## src/rtl/tpu_pkg.sv

```systemverilog
// rtl/tpu_pkg.sv - shared defaults and drain state encoding for the matrix result drain
package tpu_pkg;

    localparam int ACC_WIDTH_DEF  = 32;
    localparam int LOG2_MAX_N_DEF = 8;
    localparam int MAX_N_DEF      = 256;

    typedef enum logic {
        ST_IDLE  = 1'b0,
        ST_DRAIN = 1'b1
    } drain_state_e;

endpackage

```

## src/rtl/matrix_result_drain_if.sv

```systemverilog
// rtl/matrix_result_drain_if.sv - row stream from the result drain to writeback
interface matrix_result_drain_if #(
    parameter int N          = 2,
    parameter int ACC_WIDTH  = tpu_pkg::ACC_WIDTH_DEF,
    parameter int LOG2_MAX_N = tpu_pkg::LOG2_MAX_N_DEF
);

    logic                    out_valid;
    logic                    out_ready;
    logic [N*ACC_WIDTH-1:0]  out_row;
    logic [LOG2_MAX_N-1:0]   out_row_idx;
    logic                    out_last;

    modport master (
        output out_valid,
        output out_row,
        output out_row_idx,
        output out_last,
        input  out_ready
    );

    modport slave (
        input  out_valid,
        input  out_row,
        input  out_row_idx,
        input  out_last,
        output out_ready
    );

endinterface

```

## src/rtl/matrix_result_drain_relu.sv

```systemverilog
// rtl/matrix_result_drain_relu.sv - per-element capture clamp (acc_relu); active only with DRAIN_RELU_EN
module acc_relu #(
    parameter int ACC_WIDTH = tpu_pkg::ACC_WIDTH_DEF
) (
    input  logic [ACC_WIDTH-1:0] acc_i,
    output logic [ACC_WIDTH-1:0] acc_o
);

`ifdef DRAIN_RELU_EN
    assign acc_o = acc_i[ACC_WIDTH-1] ? '0 : acc_i;
`else
    assign acc_o = acc_i;
`endif

endmodule

```

## src/rtl/matrix_result_drain.sv

```systemverilog
// rtl/matrix_result_drain.sv - snapshots the accumulator array and streams it one row per beat; ReLU via DRAIN_RELU_EN
module matrix_result_drain
    import tpu_pkg::*;
#(
    parameter int N          = 2,
    parameter int MAX_N      = MAX_N_DEF,
    parameter int LOG2_MAX_N = LOG2_MAX_N_DEF,
    parameter int ACC_WIDTH  = ACC_WIDTH_DEF
) (
    input  logic                       clk,
    input  logic                       reset,
    input  logic                       done,
    input  logic [N*N*ACC_WIDTH-1:0]   C,
    output logic                       busy,
    output logic                       overrun,
    matrix_result_drain_if.master      drain
);

    localparam int                    ROW_W    = N * ACC_WIDTH;
    localparam logic [LOG2_MAX_N-1:0] LAST_IDX = LOG2_MAX_N'(N - 1);

    if (N < 1 || N > MAX_N) begin : g_bad_n
        $error("matrix_result_drain: N out of range");
    end

    drain_state_e                state_q;
    logic [LOG2_MAX_N-1:0]       row_idx_q;
    logic [N*N*ACC_WIDTH-1:0]    buf_q;
    logic [ROW_W-1:0]            out_row_q;
    logic                        out_last_q;
    logic                        overrun_q;

    logic [N*N*ACC_WIDTH-1:0]    c_clamped;
    logic [LOG2_MAX_N-1:0]       next_idx;
    logic                        beat;
    logic                        at_last;
    logic                        capture;

    for (genvar gi = 0; gi < N * N; gi++) begin : g_relu
        acc_relu #(.ACC_WIDTH(ACC_WIDTH)) u_relu (
            .acc_i (C[gi*ACC_WIDTH +: ACC_WIDTH]),
            .acc_o (c_clamped[gi*ACC_WIDTH +: ACC_WIDTH])
        );
    end

    assign beat     = (state_q == ST_DRAIN) && drain.out_ready;
    assign at_last  = (row_idx_q == LAST_IDX);
    assign next_idx = row_idx_q + LOG2_MAX_N'(1);
    // A done pulse is accepted when idle or exactly on the final beat; anything else is an overrun.
    assign capture  = done && ((state_q == ST_IDLE) || (beat && at_last));

    always_ff @(posedge clk or negedge reset) begin
        if (!reset) begin
            state_q    <= ST_IDLE;
            row_idx_q  <= '0;
            buf_q      <= '0;
            out_row_q  <= '0;
            out_last_q <= 1'b0;
            overrun_q  <= 1'b0;
        end else if (capture) begin
            state_q    <= ST_DRAIN;
            buf_q      <= c_clamped;
            row_idx_q  <= '0;
            out_row_q  <= c_clamped[ROW_W-1:0];
            out_last_q <= (N == 1);
        end else if (state_q == ST_DRAIN) begin
            if (done) begin
                overrun_q <= 1'b1;
            end
            if (beat) begin
                if (at_last) begin
                    state_q    <= ST_IDLE;
                    row_idx_q  <= '0;
                    out_last_q <= 1'b0;
                end else begin
                    row_idx_q  <= next_idx;
                    out_row_q  <= buf_q[int'(next_idx)*ROW_W +: ROW_W];
                    out_last_q <= (next_idx == LAST_IDX);
                end
            end
        end
    end

    assign busy              = (state_q == ST_DRAIN);
    assign overrun           = overrun_q;
    assign drain.out_valid   = (state_q == ST_DRAIN);
    assign drain.out_row     = out_row_q;
    assign drain.out_row_idx = row_idx_q;
    assign drain.out_last    = out_last_q;

endmodule

```

## src/flat_wrapper.sv

```systemverilog
// flat-port wrapper written by rule: the top's interface ports become plain ports
module matrix_result_drain_flat import tpu_pkg::*;
#(
    parameter int N          = 2,
    parameter int MAX_N      = MAX_N_DEF,
    parameter int LOG2_MAX_N = LOG2_MAX_N_DEF,
    parameter int ACC_WIDTH  = ACC_WIDTH_DEF
)
  (clk, reset, done, C, busy, overrun, drain_out_valid, drain_out_row, drain_out_row_idx, drain_out_last, drain_out_ready);
  matrix_result_drain_if #(.N(N), .ACC_WIDTH(ACC_WIDTH), .LOG2_MAX_N(LOG2_MAX_N)) drain_i ();
  input  logic clk;
  input  logic reset;
  input  logic done;
  input  logic [N*N*ACC_WIDTH-1:0] C;
  output logic busy;
  output logic overrun;
  output wire logic [$bits(drain_i.out_valid)-1:0] drain_out_valid;
  output wire logic [$bits(drain_i.out_row)-1:0] drain_out_row;
  output wire logic [$bits(drain_i.out_row_idx)-1:0] drain_out_row_idx;
  output wire logic [$bits(drain_i.out_last)-1:0] drain_out_last;
  input wire logic [$bits(drain_i.out_ready)-1:0] drain_out_ready;
  assign drain_out_valid = drain_i.out_valid;
  assign drain_out_row = drain_i.out_row;
  assign drain_out_row_idx = drain_i.out_row_idx;
  assign drain_out_last = drain_i.out_last;
  assign drain_i.out_ready = drain_out_ready;
  matrix_result_drain #(.N(N), .MAX_N(MAX_N), .LOG2_MAX_N(LOG2_MAX_N), .ACC_WIDTH(ACC_WIDTH)) u_core (.clk(clk), .reset(reset), .done(done), .C(C), .busy(busy), .overrun(overrun), .drain(drain_i));
endmodule
```

## config.mk

```make
export PLATFORM = sky130hd
export DESIGN_NAME = matrix_result_drain_flat
export DESIGN_NICKNAME = d
export VERILOG_FILES = /design/src/rtl/tpu_pkg.sv /design/src/rtl/matrix_result_drain_if.sv /design/src/rtl/matrix_result_drain_relu.sv /design/src/rtl/matrix_result_drain.sv /design/src/flat_wrapper.sv
export SDC_FILE = /design/constraint.sdc
export NUM_CORES = 1
export LEC_CHECK = 0
export ABC_AREA = 0
export BUFFER_PORTS_ARGS = -buffer_cell sky130_fd_sc_hd__buf_2
export CORE_MARGIN = 4
export CORE_UTILIZATION = 59
export CTS_CLUSTER_DIAMETER = 50
export DETAILED_ROUTE_END_ITERATION = 6
export PLACE_DENSITY = 0.83
export SLEW_MARGIN = 40
export SYNTH_ARGS = -nofsm -noshare
export SYNTH_HDL_FRONTEND = slang
export SYNTH_HIERARCHICAL = 1
export SYNTH_SLANG_ARGS = --single-unit
```

## constraint.sdc

```tcl
create_clock -name clk -period 4.85 [get_ports clk]
set_input_delay 0.2425 -clock clk [delete_from_list [all_inputs] [get_ports clk]]
set_output_delay 0.2425 -clock clk [all_outputs]
set_load 0.05 [all_outputs]
```

# After elaboration in Yosys (flattened, before gate mapping)
# Index checks and enable logic that the tools add are counted.
# op_classes
addsub,1
eq_ne,3
shifts,1
n_mux,16
bitwise_logic,2
n_reduce_logical,9
# op_table
op,n
$mux 64,4
$shiftx 128x15->64,1
$mux 8,4
$eq 8x1->1 const B,2
$add 8x1->8 const B,1
$mux 1,8
$reduce_and 3->1,2
$reduce_bool 2->1,2
$logic_and 1x1->1,3
$ne 2x2->1 const B,1
$not 1->1,2
$reduce_and 2->1,1
$logic_or 1x1->1,1
# word_totals
register_bits,203
in_bits,132
out_inout_bits,76
elab_cells,38

# Longest topological paths before layout
# depth
ltp_word,6
ltp_mapped,10
depth_no_buf,7

# Cells and area by module
# The synthesis kept the hierarchy.
# modules_own_cells
mod,n_inst,cells_per_inst,area_each_um2,seq_area_each_um2
matrix_result_drain,1,697,8993.6,5079.9
acc_relu,4,32,240.2,0.0

# Worst setup path after synthesis
# No wires, ideal clock.
# synth_timing
path_type,reg-to-reg
from,"register u_core.row_idx_q[0], in the netlist u_core/drain.out_row_idx[0]"
to,"register u_core.out_row_q[10], in the netlist u_core/drain.out_row[10]"
setup_ps,77
t_arrival_ps,3080
required_ps,4773
path_slack_ps,1693
path_stages_with_launch,10
path_buffers,4
synth_period_minus_slack_ps,3157
path_cell_list,dfrtp_1 -> clkbuf_1 -> buf_1 -> buf_1 -> inv_1 -> ha_1 -> a211oi_1 -> clkbuf_1 -> a22oi_1 -> o21ai_1
# synth_between
elab_chain_cells,6
word_cells_on_any_way,14
classes_between,add/sub (1); eq/ne (2); shift (1); mux (4); reduce/logical (6)
# synth_rtl
item,line,text
start: declaration,matrix_result_drain.sv:27,logic [LOG2_MAX_N-1:0] row_idx_q;
start signal: assignment,matrix_result_drain.sv:76,row_idx_q <= next_idx;
$add 8x1->8 or $eq 8x1->1 (tied branches),"matrix_result_drain.sv:48, matrix_result_drain.sv:47",
$shiftx 128x15->64 or $logic_and 1x1->1 (tied branches),"matrix_result_drain.sv:77, matrix_result_drain.sv:50",
$mux 64 or $logic_or 1x1->1 (tied branches),"matrix_result_drain.sv:71, matrix_result_drain.sv:50",
$mux 64 or $logic_and 1x1->1 (tied branches),"matrix_result_drain.sv:70, matrix_result_drain.sv:50",
$mux 64 (tied with other cells),matrix_result_drain.sv:66,end else if (state_q == ST_DRAIN) begin
$mux 64 or $reduce_and 3->1 (tied branches),--,
end signal: assignment,matrix_result_drain.sv:64,out_row_q <= c_clamped[ROW_W-1:0];
end signal: assignment,matrix_result_drain.sv:77,out_row_q <= buf_q[int'(next_idx)*ROW_W +: ROW_W];
end: declaration,matrix_result_drain.sv:29,logic [ROW_W-1:0] out_row_q;
# Several ways; a longest one is shown, not always the timed one. The select of a mux whose other input is x is not followed.
# A chain may end at the register's enable or synchronous reset.

# Worst setup path in the final report
# layout_timing
from,"register u_core.row_idx_q[2], in the netlist u_core/drain.out_row_idx[2]"
to,register u_core.buf_q[17]
# layout_between
elab_chain_cells,4
# layout_rtl
item,line,text
$eq 8x1->1,matrix_result_drain.sv:47,assign at_last = (row_idx_q == LAST_IDX);
$logic_and 1x1->1,matrix_result_drain.sv:50,assign capture = done && ((state_q == ST_IDLE) || (beat && at_last));
$logic_or 1x1->1,matrix_result_drain.sv:50,
$logic_and 1x1->1,matrix_result_drain.sv:50,
end signal: assignment,matrix_result_drain.sv:62,buf_q <= c_clamped;
end: declaration,matrix_result_drain.sv:28,logic [N*N*ACC_WIDTH-1:0] buf_q;
# No other way between the ends.

==> impl_metrics.yaml <==
yosys:
  yosysWarningCount: 6
  synthArstFlopShare_pct: 100
  synth_nets: 960
  synth_top_flop_cell: "sky130_fd_sc_hd__dfrtp_1"
  netlist.area_leader.share_pct: 51.0
  synth_area_um2: 9950
  synth_top_cells_by_area: "sky130_fd_sc_hd__dfrtp_1 (51%), sky130_fd_sc_hd__mux2_1 (11%), sky130_fd_sc_hd__mux2_2 (10%), sky130_fd_sc_hd__buf_4 (10%), sky130_fd_sc_hd__a22oi_1 (4.8%)"
  synth_area_per_cell_um2: 12.1
  ys_ff_latch: 203
  post_synth_num_cell_types: 34
  yosys.area.top_type: "sky130_fd_sc_hd__dfrtp_1"
  sequential_to_total_area_share_from_yosys_stat_pct: 51.0
  synthesis.instances: 825
  synth-edff-count: 0
routing:
  drt-met1-wl_um: 9080
  route.met3.wl_um: 1450
  highest-signal-layer: "met4"
  drc: 0
  drtIter0Drc: 365
  wl_per_cell_um: 18.4
  drt.antenna.violating_nets: 0
  total_met2_wirelength_after_detailed_routing_um: 11900
  vias: 6890
  drt_wl_total_um: 23100
  drt-pass1-iter-count: 5
  vias_per_cell: 5.48
power_and_ir_drop:
  power.clock.fraction_pct: 21.4
  design_power_total_mw: 8.12
  power.share.switching_pct: 39.5
  power.net_switching_mw: 3.20
  cell_internal_pwr_mw: 4.91
  power.sequential.fraction_pct: 36.1
  vdd_drop_max_mv: 0.374
  power_density_nw_per_um2: 663
  share_comb_of_total_power_pct: 42.5
  power.static_leakage_nw: 5.61
timing:
  setup_viols_final: 0
  timing.fmax_mhz: 318
  final.setup_skew_ns: 0.0104
  final.period_utilization_pct: 64.9
  rsz_0062_raised_after_global_routing: "no"
  final.hold.worst_slack_ns: 0.0993
  timing.final.hold_violations: 0
  tns_ns: 0
  max-slew-margin-rel_pct: 50.9
  final-max-slew-violation-count: 0
  final.min_clock_period_ns: 3.15
  worstMarginPinSlew_ns: 0.737
global_route:
  antenna_found_initial: 1
  grt_remaining_overflow: 0
  grt_use_total_pct: 24.2
  largest_net_degree_at_the_start_of_global_routing: 115
  global_route_wire_length_before_repair_um: 36700
  first_global_vias: 7181
die:
  die_w_um: 138
  chipHeight_um: 138
  io_count: 208
  std_cell_rows: 47
  initial_core_util_pct: 60.0
  design.core.area_um2: 16600
  die-area_um2: 19000
setup_path:
  setup.worst_path.class: "reg -> reg"
  worst_setup_path_end_kind: "flip-flop"
  cp_data_required_time_ns: 5.23
  cp_max_fo: 55
  cp_data_arrival_time_ns: 3.53
  crit_path_max_incr_delay_ns: 0.71
  critPathSlowestCell: "sky130_fd_sc_hd__and2_4"
  worstPathCellList: "or4_4, o41ai_4, and2_4, buf_4, mux2_1"
  setup.worst_path.start_class: "flip-flop"
  worst-r2r-cell-count: 5
clock_tree:
  post-cts-setup-buffers: 0
  number_of_clock_sinks: 203
  clock_path_buffers: 3
  cts_tree: "yes"
  clock_tree.htree_level_count: 1
  clock_insertion_delay_worst_skew_ns: 0.50
  cts_made_buffers: 24
  cts.clk_slew.worst_paths_ns: 0.06
  clock-root-buffer: "sky130_fd_sc_hd__clkbuf_16"
layout:
  drive_above_1_share_pct: 34.5
  area_growth_pct: 22.9
  finalNetCount: 1153
  final-instance-count-excl-fill: 1258
  design_area_um2: 12200
job:
  max_capacitance_violation_total: 0
placement:
  routabilityCongestion: 0.770
  detailed_place_hpwl_um: 13200
  postPlaceCellArea_um2: 10200
  port_buffers: 207
  numPlacedInstances: 1083
hold_path:
  timing.hold.worst.class: "in -> reg"
  min_path_cells: 3
outcome:
  status: "completed"
cell families (layout without fill, tap and decap cells):
| logic type | count (synthesis) | in the layout | share of synthesized area (%) |
|---|---|---|---|
| buffers and inverters | 186 | 397 | 13.2 |
| AND/OR/NAND/NOR | 88 | 88 | 3.67 |
| XOR/XNOR | 6 | 6 | 0.528 |
| multiplexers | 193 | 193 | 21.8 |
| other | 0 | 2 | 0 |
| adder cells (fa/ha/maj) | 3 | 3 | 0.377 |
| AO/OA/AOI/OAI | 146 | 146 | 9.39 |
| flip-flops | 203 | 203 | 51.0 |
placed cells by master, fill, tap and decap left out, types with 4 or more instances in the layout:
| cell | count |
|---|---|
| sky130_fd_sc_hd__buf_2 | 206 |
| sky130_fd_sc_hd__clkbuf_8 | 5 |
| sky130_fd_sc_hd__nand2_1 | 72 |
| sky130_fd_sc_hd__o21ai_0 | 9 |
| sky130_fd_sc_hd__mux2_2 | 92 |
| sky130_fd_sc_hd__a22oi_1 | 64 |
| sky130_fd_sc_hd__buf_4 | 9 |
| sky130_fd_sc_hd__clkinv_2 | 4 |
| sky130_fd_sc_hd__clkbuf_1 | 6 |
| sky130_fd_sc_hd__dfrtp_1 | 202 |
| sky130_fd_sc_hd__dlygate4sd3_1 | 129 |
| sky130_fd_sc_hd__o21ai_1 | 64 |
| sky130_fd_sc_hd__mux2_1 | 100 |
| sky130_fd_sc_hd__inv_1 | 5 |
| sky130_fd_sc_hd__clkbuf_16 | 26 |
power groups by stage:
stage	registers (mW)	clock network [mW]	logic [mW]
after global routing	3.01	1.85	3.71
final	2.93	1.74	3.45
after floorplan	3.46	0	2.05
after global placement	2.88	0	3.21
after CTS	2.92	1.78	3.42
after detailed placement	2.93	0	3.32
cells in the mapped netlist (4+ instances only):
| master | count |
|---|---|
| sky130_fd_sc_hd__a22oi_1 | 64 |
| sky130_fd_sc_hd__buf_1 | 4 |
| sky130_fd_sc_hd__buf_2 | 5 |
| sky130_fd_sc_hd__buf_4 | 136 |
| sky130_fd_sc_hd__buf_6 | 13 |
| sky130_fd_sc_hd__clkbuf_1 | 23 |
| sky130_fd_sc_hd__dfrtp_1 | 203 |
| sky130_fd_sc_hd__inv_1 | 5 |
| sky130_fd_sc_hd__mux2_1 | 100 |
| sky130_fd_sc_hd__mux2_2 | 92 |
| sky130_fd_sc_hd__nand2_1 | 72 |
| sky130_fd_sc_hd__o21ai_0 | 9 |
| sky130_fd_sc_hd__o21ai_1 | 64 |
final timing paths:
check	start	end	slack, ns
max	u_core/drain.out_row_idx[2]	u_core/buf_q[17]	1.70
min	done	u_core/busy	0.1
max reg2reg	u_core/drain.out_row_idx[2]	u_core/buf_q[17]	1.70
min reg2reg	u_core/buf_q[54]	u_core/buf_q[54]	0.48
max in group asynchronous	reset	u_core/buf_q[109]	3.46
min in group asynchronous	reset	u_core/drain.out_row[7]	0.29
repair_timing:
action,in CTS,in global routing
resized for setup,0,0
hold buffers,129,0
endpoints found under the hold margin,240,0
layer usage:
layer	global-route usage, %	up-vias
met5	0	-
met4	8.34	0
met3	4.35	60
met2	42.0	265
met1	30.7	3405
li1	-	3160
critical path: cells and delay by family (launching register included):
kind | cells | cell delay [ns]
simple gates | 2 | 1.32
compound gates | 1 | 0.45
buf+inv | 1 | 0.40
flops | 1 | 0.48
mux | 1 | 0.36
flip-flops by register name, indices dropped and copies added, names as in the netlist:
name	cells
u_core/drain.out_last	1
u_core/buf_q	128
u_core/drain.out_row	64
u_core/busy	1
u_core/overrun	1
u_core/drain.out_row_idx	8
per-stage QoR:
step | util [%] | setup WS (ns)
6_report | 73.8 | 1.70
5_1_grt | 73.8 | 1.48
4_1_cts | 73.7 | 1.67
3_5_place_dp | 61.2 | 1.71
3_3_place_gp | 61.1 | 1.78
2_1_floorplan | - | 1.69
area by class of cell:
class	count	area, µm²
antenna	2	5.00
timing repair buffer	348	2470
sequential	203	5080
tap	220	275
clock buffer	36	717
fill	1030	4350
multi-input combinational	436	3600
clock inverter	8	62.6
inverter	5	18.8
Note: power is estimated with default switching activity, not from simulation.
